==> src/rtl/can_tx_scheduler_pkg.sv <==
// Purpose: shared sizing defaults and FSM encoding for the CAN transmit scheduler.
// Contents: default node count, data/ID widths, FIFO depth, retry limit, state type.
// Users: import can_tx_scheduler_pkg::* in the scheduler top and its FIFO.
package can_tx_scheduler_pkg;

    localparam int P_TOTAL_NODES = 4;
    localparam int P_DATA_SIZE   = 64;
    localparam int P_ID_SIZE     = 11;
    localparam int P_FIFO_DEPTH  = 8;
    localparam int P_MAX_RETRY   = 15;

    // Width of the retry counter output port.
    localparam int RETRY_W = 4;

    typedef enum logic [1:0] {
        SCH_IDLE  = 2'd0,
        SCH_LOAD  = 2'd1,
        SCH_WAIT  = 2'd2,
        SCH_RETRY = 2'd3
    } sched_state_t;

endpackage

==> src/rtl/can_tx_scheduler_fifo.sv <==
// Purpose: synchronous packet FIFO buffering host packets ahead of the scheduler.
// Latency: a pushed word is visible at pop_dat from the cycle after the push; pop_dat is show-ahead.
// Backpressure: push_rdy is registered (count < DEPTH); a push into a full FIFO is refused even when popping.
// Ports: clock/reset (sync, active-low), push_vld/push_dat/push_rdy, pop/pop_dat, count.
module can_pkt_fifo
    import can_tx_scheduler_pkg::*;
#(
    parameter int DATA_W = P_DATA_SIZE,
    parameter int DEPTH  = P_FIFO_DEPTH
) (
    input  logic                       clock,
    input  logic                       reset,
    input  logic                       push_vld,
    input  logic [DATA_W-1:0]          push_dat,
    output logic                       push_rdy,
    input  logic                       pop,
    output logic [DATA_W-1:0]          pop_dat,
    output logic [$clog2(DEPTH):0]     count
);

    localparam int AW = $clog2(DEPTH);
    localparam int CW = AW + 1;

    logic [DATA_W-1:0] mem_q [DEPTH];
    logic [AW-1:0]     wr_ptr_q, wr_ptr_d;
    logic [AW-1:0]     rd_ptr_q, rd_ptr_d;
    logic [CW-1:0]     count_q, count_d;
    logic              push_rdy_q, push_rdy_d;
    logic              do_push;
    logic              do_pop;

    assign do_push = push_vld && push_rdy_q;
    assign do_pop  = pop && (count_q != '0);

    always_comb begin
        wr_ptr_d = wr_ptr_q;
        rd_ptr_d = rd_ptr_q;
        count_d  = count_q;
        if (do_push) begin
            wr_ptr_d = wr_ptr_q + 1'b1;
        end
        if (do_pop) begin
            rd_ptr_d = rd_ptr_q + 1'b1;
        end
        case ({do_push, do_pop})
            2'b10:   count_d = count_q + 1'b1;
            2'b01:   count_d = count_q - 1'b1;
            default: count_d = count_q;
        endcase
        // Registered ready tracks the next occupancy so it always equals count_q < DEPTH.
        push_rdy_d = (count_d < CW'(DEPTH));
    end

    always_ff @(posedge clock) begin
        if (!reset) begin
            wr_ptr_q   <= '0;
            rd_ptr_q   <= '0;
            count_q    <= '0;
            push_rdy_q <= 1'b0;
        end else begin
            wr_ptr_q   <= wr_ptr_d;
            rd_ptr_q   <= rd_ptr_d;
            count_q    <= count_d;
            push_rdy_q <= push_rdy_d;
        end
    end

    // Storage needs no reset: the pointers define which entries are valid.
    always_ff @(posedge clock) begin
        if (do_push) begin
            mem_q[wr_ptr_q] <= push_dat;
        end
    end

    assign pop_dat  = mem_q[rd_ptr_q];
    assign push_rdy = push_rdy_q;
    assign count    = count_q;

endmodule

==> src/rtl/can_tx_scheduler.sv <==
// Purpose: grants one requesting CAN node at a time (round-robin), loads its packet/Tx_ID and the partner's Rx_ID.
// Latency: grant pulses two clocks after a request is driven in IDLE (IDLE -> LOAD -> grant registered).
// Backpressure: host sees registered pkt_ready from the FIFO; nodes wait in data_in_req until granted.
// Ports: clock/reset (sync, active-low), host pkt_* stream, id_load/id_cfg, per-node req/retransmit/completion,
//        per-node In_packet/Tx_ID/Rx_ID, grant, busy, retry_cnt, drop_err, fifo_count.
module can_tx_scheduler
    import can_tx_scheduler_pkg::*;
#(
    parameter int Total_Nodes = P_TOTAL_NODES,
    parameter int DATA_SIZE   = P_DATA_SIZE,
    parameter int ID_SIZE     = P_ID_SIZE,
    parameter int FIFO_DEPTH  = P_FIFO_DEPTH,
    parameter int MAX_RETRY   = P_MAX_RETRY
) (
    input  logic                             clock,
    input  logic                             reset,
    input  logic                             pkt_valid,
    input  logic [DATA_SIZE-1:0]             pkt_data,
    output logic                             pkt_ready,
    input  logic                             id_load,
    input  logic [Total_Nodes*ID_SIZE-1:0]   id_cfg,
    input  logic [Total_Nodes-1:0]           data_in_req,
    input  logic [Total_Nodes-1:0]           Retransmit,
    input  logic [Total_Nodes-1:0]           data_out_req,
    output logic [Total_Nodes*DATA_SIZE-1:0] In_packet,
    output logic [Total_Nodes*ID_SIZE-1:0]   Tx_ID,
    output logic [Total_Nodes*ID_SIZE-1:0]   Rx_ID,
    output logic [Total_Nodes-1:0]           grant,
    output logic                             busy,
    output logic [RETRY_W-1:0]               retry_cnt,
    output logic                             drop_err,
    output logic [$clog2(FIFO_DEPTH):0]      fifo_count
);

    localparam int NODE_W = $clog2(Total_Nodes);

    sched_state_t           state_q, state_d;
    logic [NODE_W-1:0]      g_q, g_d;
    logic [NODE_W-1:0]      rr_q, rr_d;
    logic [Total_Nodes-1:0] grant_q, grant_d;
    logic                   busy_q, busy_d;
    logic [RETRY_W-1:0]     retry_q, retry_d;
    logic                   drop_q, drop_d;
    logic [ID_SIZE-1:0]     id_q     [Total_Nodes];
    logic [ID_SIZE-1:0]     id_d     [Total_Nodes];
    logic [DATA_SIZE-1:0]   in_pkt_q [Total_Nodes];
    logic [DATA_SIZE-1:0]   in_pkt_d [Total_Nodes];
    logic [ID_SIZE-1:0]     tx_q     [Total_Nodes];
    logic [ID_SIZE-1:0]     tx_d     [Total_Nodes];
    logic [ID_SIZE-1:0]     rx_q     [Total_Nodes];
    logic [ID_SIZE-1:0]     rx_d     [Total_Nodes];

    logic                   fifo_pop;
    logic [DATA_SIZE-1:0]   fifo_dat;
    logic [NODE_W-1:0]      g_partner;
    logic [NODE_W-1:0]      g_next;

    can_pkt_fifo #(
        .DATA_W (DATA_SIZE),
        .DEPTH  (FIFO_DEPTH)
    ) u_fifo (
        .clock    (clock),
        .reset    (reset),
        .push_vld (pkt_valid),
        .push_dat (pkt_data),
        .push_rdy (pkt_ready),
        .pop      (fifo_pop),
        .pop_dat  (fifo_dat),
        .count    (fifo_count)
    );

    // First requesting node at or after ptr, wrapping past the last node.
    function automatic logic [NODE_W-1:0] rr_select(input logic [Total_Nodes-1:0] req,
                                                    input logic [NODE_W-1:0]      ptr);
        logic [NODE_W-1:0] sel;
        logic              found;
        int                idx;
        sel   = '0;
        found = 1'b0;
        for (int k = 0; k < Total_Nodes; k++) begin
            idx = (int'(ptr) + k) % Total_Nodes;
            if (!found && req[NODE_W'(idx)]) begin
                sel   = NODE_W'(idx);
                found = 1'b1;
            end
        end
        return sel;
    endfunction

    // Nodes are paired (0,1), (2,3), ...; the partner receives the granted node's frames.
    assign g_partner = g_q ^ NODE_W'(1);
    assign g_next    = (g_q == NODE_W'(Total_Nodes - 1)) ? '0 : g_q + 1'b1;

    always_comb begin
        state_d  = state_q;
        g_d      = g_q;
        rr_d     = rr_q;
        grant_d  = '0;
        busy_d   = busy_q;
        retry_d  = retry_q;
        drop_d   = 1'b0;
        id_d     = id_q;
        in_pkt_d = in_pkt_q;
        tx_d     = tx_q;
        rx_d     = rx_q;
        fifo_pop = 1'b0;

        case (state_q)
            SCH_IDLE: begin
                if (id_load) begin
                    for (int i = 0; i < Total_Nodes; i++) begin
                        id_d[i] = id_cfg[i*ID_SIZE +: ID_SIZE];
                    end
                end
                if ((|data_in_req) && (fifo_count != '0)) begin
                    g_d     = rr_select(data_in_req, rr_q);
                    state_d = SCH_LOAD;
                end
            end
            SCH_LOAD: begin
                fifo_pop          = 1'b1;
                in_pkt_d[g_q]     = fifo_dat;
                tx_d[g_q]         = id_q[g_q];
                rx_d[g_partner]   = id_q[g_q];
                grant_d[g_q]      = 1'b1;
                retry_d           = '0;
                busy_d            = 1'b1;
                state_d           = SCH_WAIT;
            end
            SCH_WAIT: begin
                // Completion has priority over a coincident bus error.
                if (|data_out_req) begin
                    rr_d    = g_next;
                    busy_d  = 1'b0;
                    state_d = SCH_IDLE;
                end else if (Retransmit[g_q]) begin
                    state_d = SCH_RETRY;
                end
            end
            SCH_RETRY: begin
                if (retry_q == RETRY_W'(MAX_RETRY - 1)) begin
                    drop_d  = 1'b1;
                    rr_d    = g_next;
                    busy_d  = 1'b0;
                    state_d = SCH_IDLE;
                end else begin
                    if (retry_q != '1) begin
                        retry_d = retry_q + 1'b1;
                    end
                    // ID 0 wins arbitration on the bus, so a resend goes out first.
                    tx_d[g_q]       = '0;
                    rx_d[g_partner] = '0;
                    grant_d[g_q]    = 1'b1;
                    state_d         = SCH_WAIT;
                end
            end
            default: begin
                state_d = SCH_IDLE;
            end
        endcase
    end

    always_ff @(posedge clock) begin
        if (!reset) begin
            state_q <= SCH_IDLE;
            g_q     <= '0;
            rr_q    <= '0;
            grant_q <= '0;
            busy_q  <= 1'b0;
            retry_q <= '0;
            drop_q  <= 1'b0;
            for (int i = 0; i < Total_Nodes; i++) begin
                id_q[i]     <= '0;
                in_pkt_q[i] <= '0;
                tx_q[i]     <= '0;
                rx_q[i]     <= '0;
            end
        end else begin
            state_q  <= state_d;
            g_q      <= g_d;
            rr_q     <= rr_d;
            grant_q  <= grant_d;
            busy_q   <= busy_d;
            retry_q  <= retry_d;
            drop_q   <= drop_d;
            id_q     <= id_d;
            in_pkt_q <= in_pkt_d;
            tx_q     <= tx_d;
            rx_q     <= rx_d;
        end
    end

    for (genvar i = 0; i < Total_Nodes; i++) begin : g_flat
        assign In_packet[i*DATA_SIZE +: DATA_SIZE] = in_pkt_q[i];
        assign Tx_ID[i*ID_SIZE +: ID_SIZE]         = tx_q[i];
        assign Rx_ID[i*ID_SIZE +: ID_SIZE]         = rx_q[i];
    end

    assign grant     = grant_q;
    assign busy      = busy_q;
    assign retry_cnt = retry_q;
    assign drop_err  = drop_q;

endmodule

==> config.mk <==
export PLATFORM = sky130hd
export DESIGN_NAME = can_tx_scheduler
export DESIGN_NICKNAME = d
export VERILOG_FILES = /design/src/rtl/can_tx_scheduler_pkg.sv /design/src/rtl/can_tx_scheduler_fifo.sv /design/src/rtl/can_tx_scheduler.sv
export SDC_FILE = /design/constraint.sdc
export NUM_CORES = 1
export LEC_CHECK = 0
export CAP_MARGIN = 25
export CORE_UTILIZATION = 51
export DETAILED_ROUTE_END_ITERATION = 8
export PLACE_DENSITY = 0.76
export SYNTH_ARGS = -nofsm -noshare
export SYNTH_HDL_FRONTEND = slang
export SYNTH_SLANG_ARGS = --single-unit
==> constraint.sdc <==
create_clock -name clock -period 14.8 [get_ports clock]
set_input_delay 1.48 -clock clock [delete_from_list [all_inputs] [get_ports clock]]
set_output_delay 1.48 -clock clock [all_outputs]
set_load 0.02 [all_outputs]
# Word level (Yosys, flattened, before mapping)
# Memory sizes are Yosys's and may differ from the RTL's. A register that Yosys moved wholly into a read port is not among the register bits.
# Index checks and enable logic that the tools add are counted.
# word_totals
ff_bits	415
mem_bits_rw	512
input_bits	124
out_inout_bits	359
word_cells	165
n_memories	1
# memory_table
name	depth	word_bits	rd	rd_clocked_by_memory_dff	write_ports	line	rtl
u_fifo.mem_q	8	64	1	1	1	can_tx_scheduler_fifo.sv:24	logic [DATA_W-1:0] mem_q [DEPTH];
# classes
addsub	9
order_cmp	11
n_eq_ne	14
n_mux	69
n_bitwise	7
reduce_logical	27
# op_table
cell	n
bitwise mux 256 bit	1
one-hot mux 44 bit (2 select lines)	2
demux 64 bit (select 2 bit)	1
AND 44 bit	2
bitwise mux 44 bit	2
2-to-1 mux 44 bit	2
inverter 44 bit	2
2-to-1 mux 64 bit	1
demux 11 bit (select 2 bit)	2
2-to-1 mux 11 bit	4
2-to-1 mux 1 bit	25
one-hot mux 4 bit (2 select lines)	3
binary-select mux 11 bit (select 2 bit)	1
2-to-1 mux 2 bit	11
< comparator 2 x 4 -> 1 bit (second input constant)	4
2-to-1 mux 4 bit	3
binary-select mux 1 bit (select 2 bit)	5
!= test 2 bit (second input constant)	5
AND reduction 2 bit	5
logical AND 1 bit	9
AND reduction 3 bit	3
adder 4 x 1 -> 4 bit (second input constant)	2
== test 2 bit (second input constant)	4
one-hot mux 2 bit (4 select lines)	1
25 further kinds	37

# Logic depth before layout (Yosys ltp)
# logic_depth
word_depth	19
depth_mapped	11
depth_no_buf	10

# Cells and area by module
# From an unflattened synthesis, not the netlist that was laid out.
# unflattened
cells_unflattened	2572
hier_area_um2	34020.1
# by_module_without_submodules
mod	n_inst	cells_per_inst	area_each_um2	seq_area_each_um2
can_pkt_fifo	1	815	19862.8	15655.0
can_tx_scheduler	1	1757	14157.3	8087.8

# Worst setup path after synthesis
# OpenSTA, ideal clock, no wires.
# synth_timing
path_kind	input -> register
from	input port pkt_valid
to	memory u_fifo.mem_q[0][0] (netlist bit) (enable)
setup_ps	644
arrival_ps	7734
required_ps	14156
setup_slack_ps	6422
cell_stages	2
n_path_buf	0
cell_sequence	nand2_1 > nor4_1
# synth_via
elab_chain_cells	3
# synth_lines
item	line	rtl
from (decl)	can_tx_scheduler.sv:17	input logic pkt_valid,
logical AND 1 bit	can_tx_scheduler_fifo.sv:32	assign do_push = push_vld && push_rdy_q;
2-to-1 mux 1 bit	can_tx_scheduler_fifo.sv:70	if (do_push) begin
2-to-1 mux 1 bit (not written as such)	can_tx_scheduler_fifo.sv:71	mem_q[wr_ptr_q] <= push_dat;
to (decl)	can_tx_scheduler_fifo.sv:24	
# Every way passes these cells.

==> results.json <==
{
  "post_drt_wl_per_cell_um": 23.44,
  "nFillCells": 4374,
  "dpl.hpwl_mm": 54.21,
  "int_power_mw": 4.580,
  "tightestPinTransition_ns": 1.069,
  "syn-instance-count": 2290,
  "grt_start_max_net_pins": 84,
  "placeableCoreArea_um2": 63430,
  "startpoint": "reset",
  "io_pins": 483,
  "run_status": "finished, final reports clean",
  "post_route_cells_drive_above_1_share_pct": 12.00,
  "initial_core_util_pct": 51.92,
  "area_delta_synth_final_pct": 26.76,
  "placed_inst_area_um2": 38590,
  "core.rowCount": 92,
  "floorplan.die_area_um2": 65590,
  "number_of_flops_mapped_to_enable_cells_by_yosys": 512,
  "clk_path_buf_depth": 3,
  "route.detailed.vias_per_inst": 5.667,
  "grt_first_pass_wirelength_mm": 129.7,
  "setup_viol": 0,
  "startpoint_type": "input port",
  "cp-end-kind": "register",
  "clock_buffers_created_by_tritoncts": 91,
  "h-tree-depth": 3,
  "seqPwrFrac_pct": 47.5,
  "clock_power_share_pct": 37.9,
  "synth_fp_nets": 2430,
  "arrival_ns": 5.21,
  "grt.overflow.total": 0,
  "die_x_um": 256.1,
  "static-leakage-power_nw": 13.59,
  "cap_violations": 0,
  "postCtsSetupRepairBufs": 0,
  "layout.nets": 2904,
  "crit_required_ns": 15.33,
  "antenna_violations_before_repair": 12,
  "netlist_area_um2": 32930,
  "switching_share_pct": 25.86,
  "skew_ns": 0.02721,
  "peakVddDrop_v": 0.0001141,
  "drt_drc": 0,
  "holdBufCountCts": 0,
  "max_clock_freq_mhz": 213.6,
  "worst_reg_to_reg_setup_slack_ns": 11.42,
  "synthArstFlopShare_pct": 0,
  "rsz0062_at_grt": "no",
  "max_slew_margin_pct": 28.72,
  "worstReg2RegEnd": "In_packet[79]",
  "cts_root_buf": "clkbuf_16",
  "ys_warn_count": 0,
  "post_synth_num_cell_types": 44,
  "critPathMaxFanout": 83,
  "finalWirelength_mm": 86.55,
  "post-route-cell-area_um2": 41750,
  "worstHoldPathType": "register to register",
  "synth_top_flop_cell": "edfxtp_1",
  "powerDensity_nw_per_um2": 148.0,
  "cts_num_sinks": 930,
  "tritoncts": "yes",
  "final-max-slew-violation-count": 0,
  "period_minus_slack_ns": 4.681,
  "drtPass1Iterations": 6,
  "port-buffer-count": 482,
  "global_route.usage.total_pct": 26.15,
  "setup_tns_final_ns": 0,
  "gp_routability_congestion": 0.9031,
  "final_hold_viol_count": 0,
  "synth_seq_cells": 930,
  "critical_path.endpoint": "In_packet[201]",
  "power.switching_mw": 1.598,
  "crit_type": "input port to register",
  "r2r_depth": 4,
  "worst_skew_pair.late_latency_ns": 0.65,
  "grt_pass1_vias": 21200,
  "postCtsResizedCells": 0,
  "power.share.combinational_pct": 14.6,
  "clkTransAtPathRegs_ns": 0.06,
  "final.hold.worst_slack_ns": 0.4505,
  "floorplan.die.height_um": 256.1,
  "final.period_utilization_pct": 31.63,
  "route.vias.total": 20930,
  "synth.avg_cell_area_um2": 14.38,
  "synth_seq_area_share_pct": 72.09,
  "drt_iter0_markers": 1819,
  "detail-route-antenna-nets": 0
}
registers in the layout, indices dropped and copies added, names as in the netlist, 3 cells and up, named ones only:
signal / count
In_packet: 256
Rx_ID: 44
Tx_ID: 44
grant: 4
id_q: 44
retry_cnt: 4
u_fifo.count: 3
u_fifo.mem_q: 512
u_fifo.rd_ptr_q: 3
u_fifo.wr_ptr_q: 3
routing by layer:
layer | up-vias | wire length (um) | global-route usage (%)
li1 | 9346 | - | -
met1 | 10490 | 34340 | 33.28
met2 | 920 | 42840 | 43.93
met3 | 166 | 6874 | 5.912
met4 | 10 | 2422 | 9.464
met5 | - | 68 | 0
layout make-up:
type	count	area, um^2	area share (%)
Tap cell	846	1059	2.536
Inverter	10	40.04	0.09591
Timing Repair Buffer	509	5080	12.17
Multi-Input combinational cell	1222	8701	20.84
Clock buffer	129	2701	6.471
Antenna cell	5	12.51	0.02997
Sequential cell	930	23750	56.90
Clock inverter	42	399.1	0.9561
synth_stat cells, types with 2 or more instances:
cell type	number	area [um^2]
clkbuf_1	54	202.7
and2_1	9	56.30
dfxtp_1	418	8368
nand3_1	16	80.08
a211oi_1	3	22.52
nand2_1	488	1832
or4_1	2	15.01
ha_1	16	200.2
nor2b_1	4	25.02
edfxtp_1	512	15370
buf_2	35	175.2
inv_1	10	37.54
o21ai_0	259	1296
xor2_1	7	61.31
a21oi_1	144	720.7
mux2i_1	71	710.7
buf_4	13	97.59
nor3_1	7	35.03
a21oi_2	4	35.03
mux4_2	140	3153
buf_1	25	93.84
nand2b_1	6	37.54
xnor2_1	2	17.52
or2_2	2	12.51
o211ai_1	2	15.01
nor2_1	23	86.33
power by group through the flow:
stage	logic (mW)	registers, mW	clock network (mW)
global placement	0.865	2.98	0
global route	0.965	2.95	2.48
CTS	0.899	2.93	2.38
finish	0.904	2.93	2.34
floorplan	0.470	3.04	0
detailed placement	0.893	2.99	0
metrics by stage:
| step | total power, mW | util [%] | std cells | setup WS (ns) |
|---|---|---|---|---|
| 3_3_place_gp | 3.848 | 60.77 | 3512 | 9.663 |
| 6_report | 6.178 | 65.82 | 3693 | 10.12 |
| 4_1_cts | 6.208 | 65.72 | 3686 | 10.17 |
| 2_1_floorplan | 3.506 | - | 2290 | 6.422 |
| 5_1_grt | 6.392 | 65.82 | 3692 | 10.01 |
| 3_5_place_dp | 3.880 | 60.84 | 3515 | 9.470 |
layout by cell type, fill, tap and decap left out, drive strengths merged, types with 3 or more instances in the layout:
cell type / netlist / routed
edfxtp: 512 / 512
nand2: 488 / 488
clkdlybuf4s50: 0 / 482
dfxtp: 418 / 418
o21ai: 259 / 259
a21oi: 148 / 148
mux4: 140 / 140
clkbuf: 54 / 129
mux2i: 71 / 71
clkinv: 0 / 28
buf: 74 / 27
nor2: 23 / 23
inv: 10 / 17
ha: 16 / 16
nand3: 16 / 16
and2: 9 / 9
xor2: 7 / 7
nor3: 7 / 7
nand2b: 6 / 6
diode: 0 / 5
nor2b: 4 / 4
bufinv: 0 / 4
a211oi: 3 / 3
clkinvlp: 0 / 3
cell families after synthesis:
kind of cell | share of synthesized area (%)
compound gates | 6.744
xor+xnor | 0.2394
fa+ha+maj | 0.6079
buf+inv | 1.877
flops | 72.09
mux | 11.73
simple gates | 6.706
critical path, stage by stage:
cell and delay (ns):
clkdlybuf4s50_1 0.95, inv_4 0.47, buf_4 0.50, a21oi_4 0.91
buf_4 0.56, nand2_1 0.15, o21ai_0 0.12
worst min path at each step:
stage | start | to | slack [ns] | cells past startpoint
after floorplan | id_q[11] | id_q[11] | 0.43 | 2
after global placement | In_packet[23] | In_packet[23] | 0.44 | 2
after detailed placement | In_packet[42] | In_packet[42] | 0.44 | 2
after CTS | Tx_ID[2] | Tx_ID[2] | 0.45 | 2
after global routing | id_q[15] | id_q[15] | 0.47 | 2
final | In_packet[42] | In_packet[42] | 0.45 | 2
No activity file was read; power rests on OpenSTA's default activity.
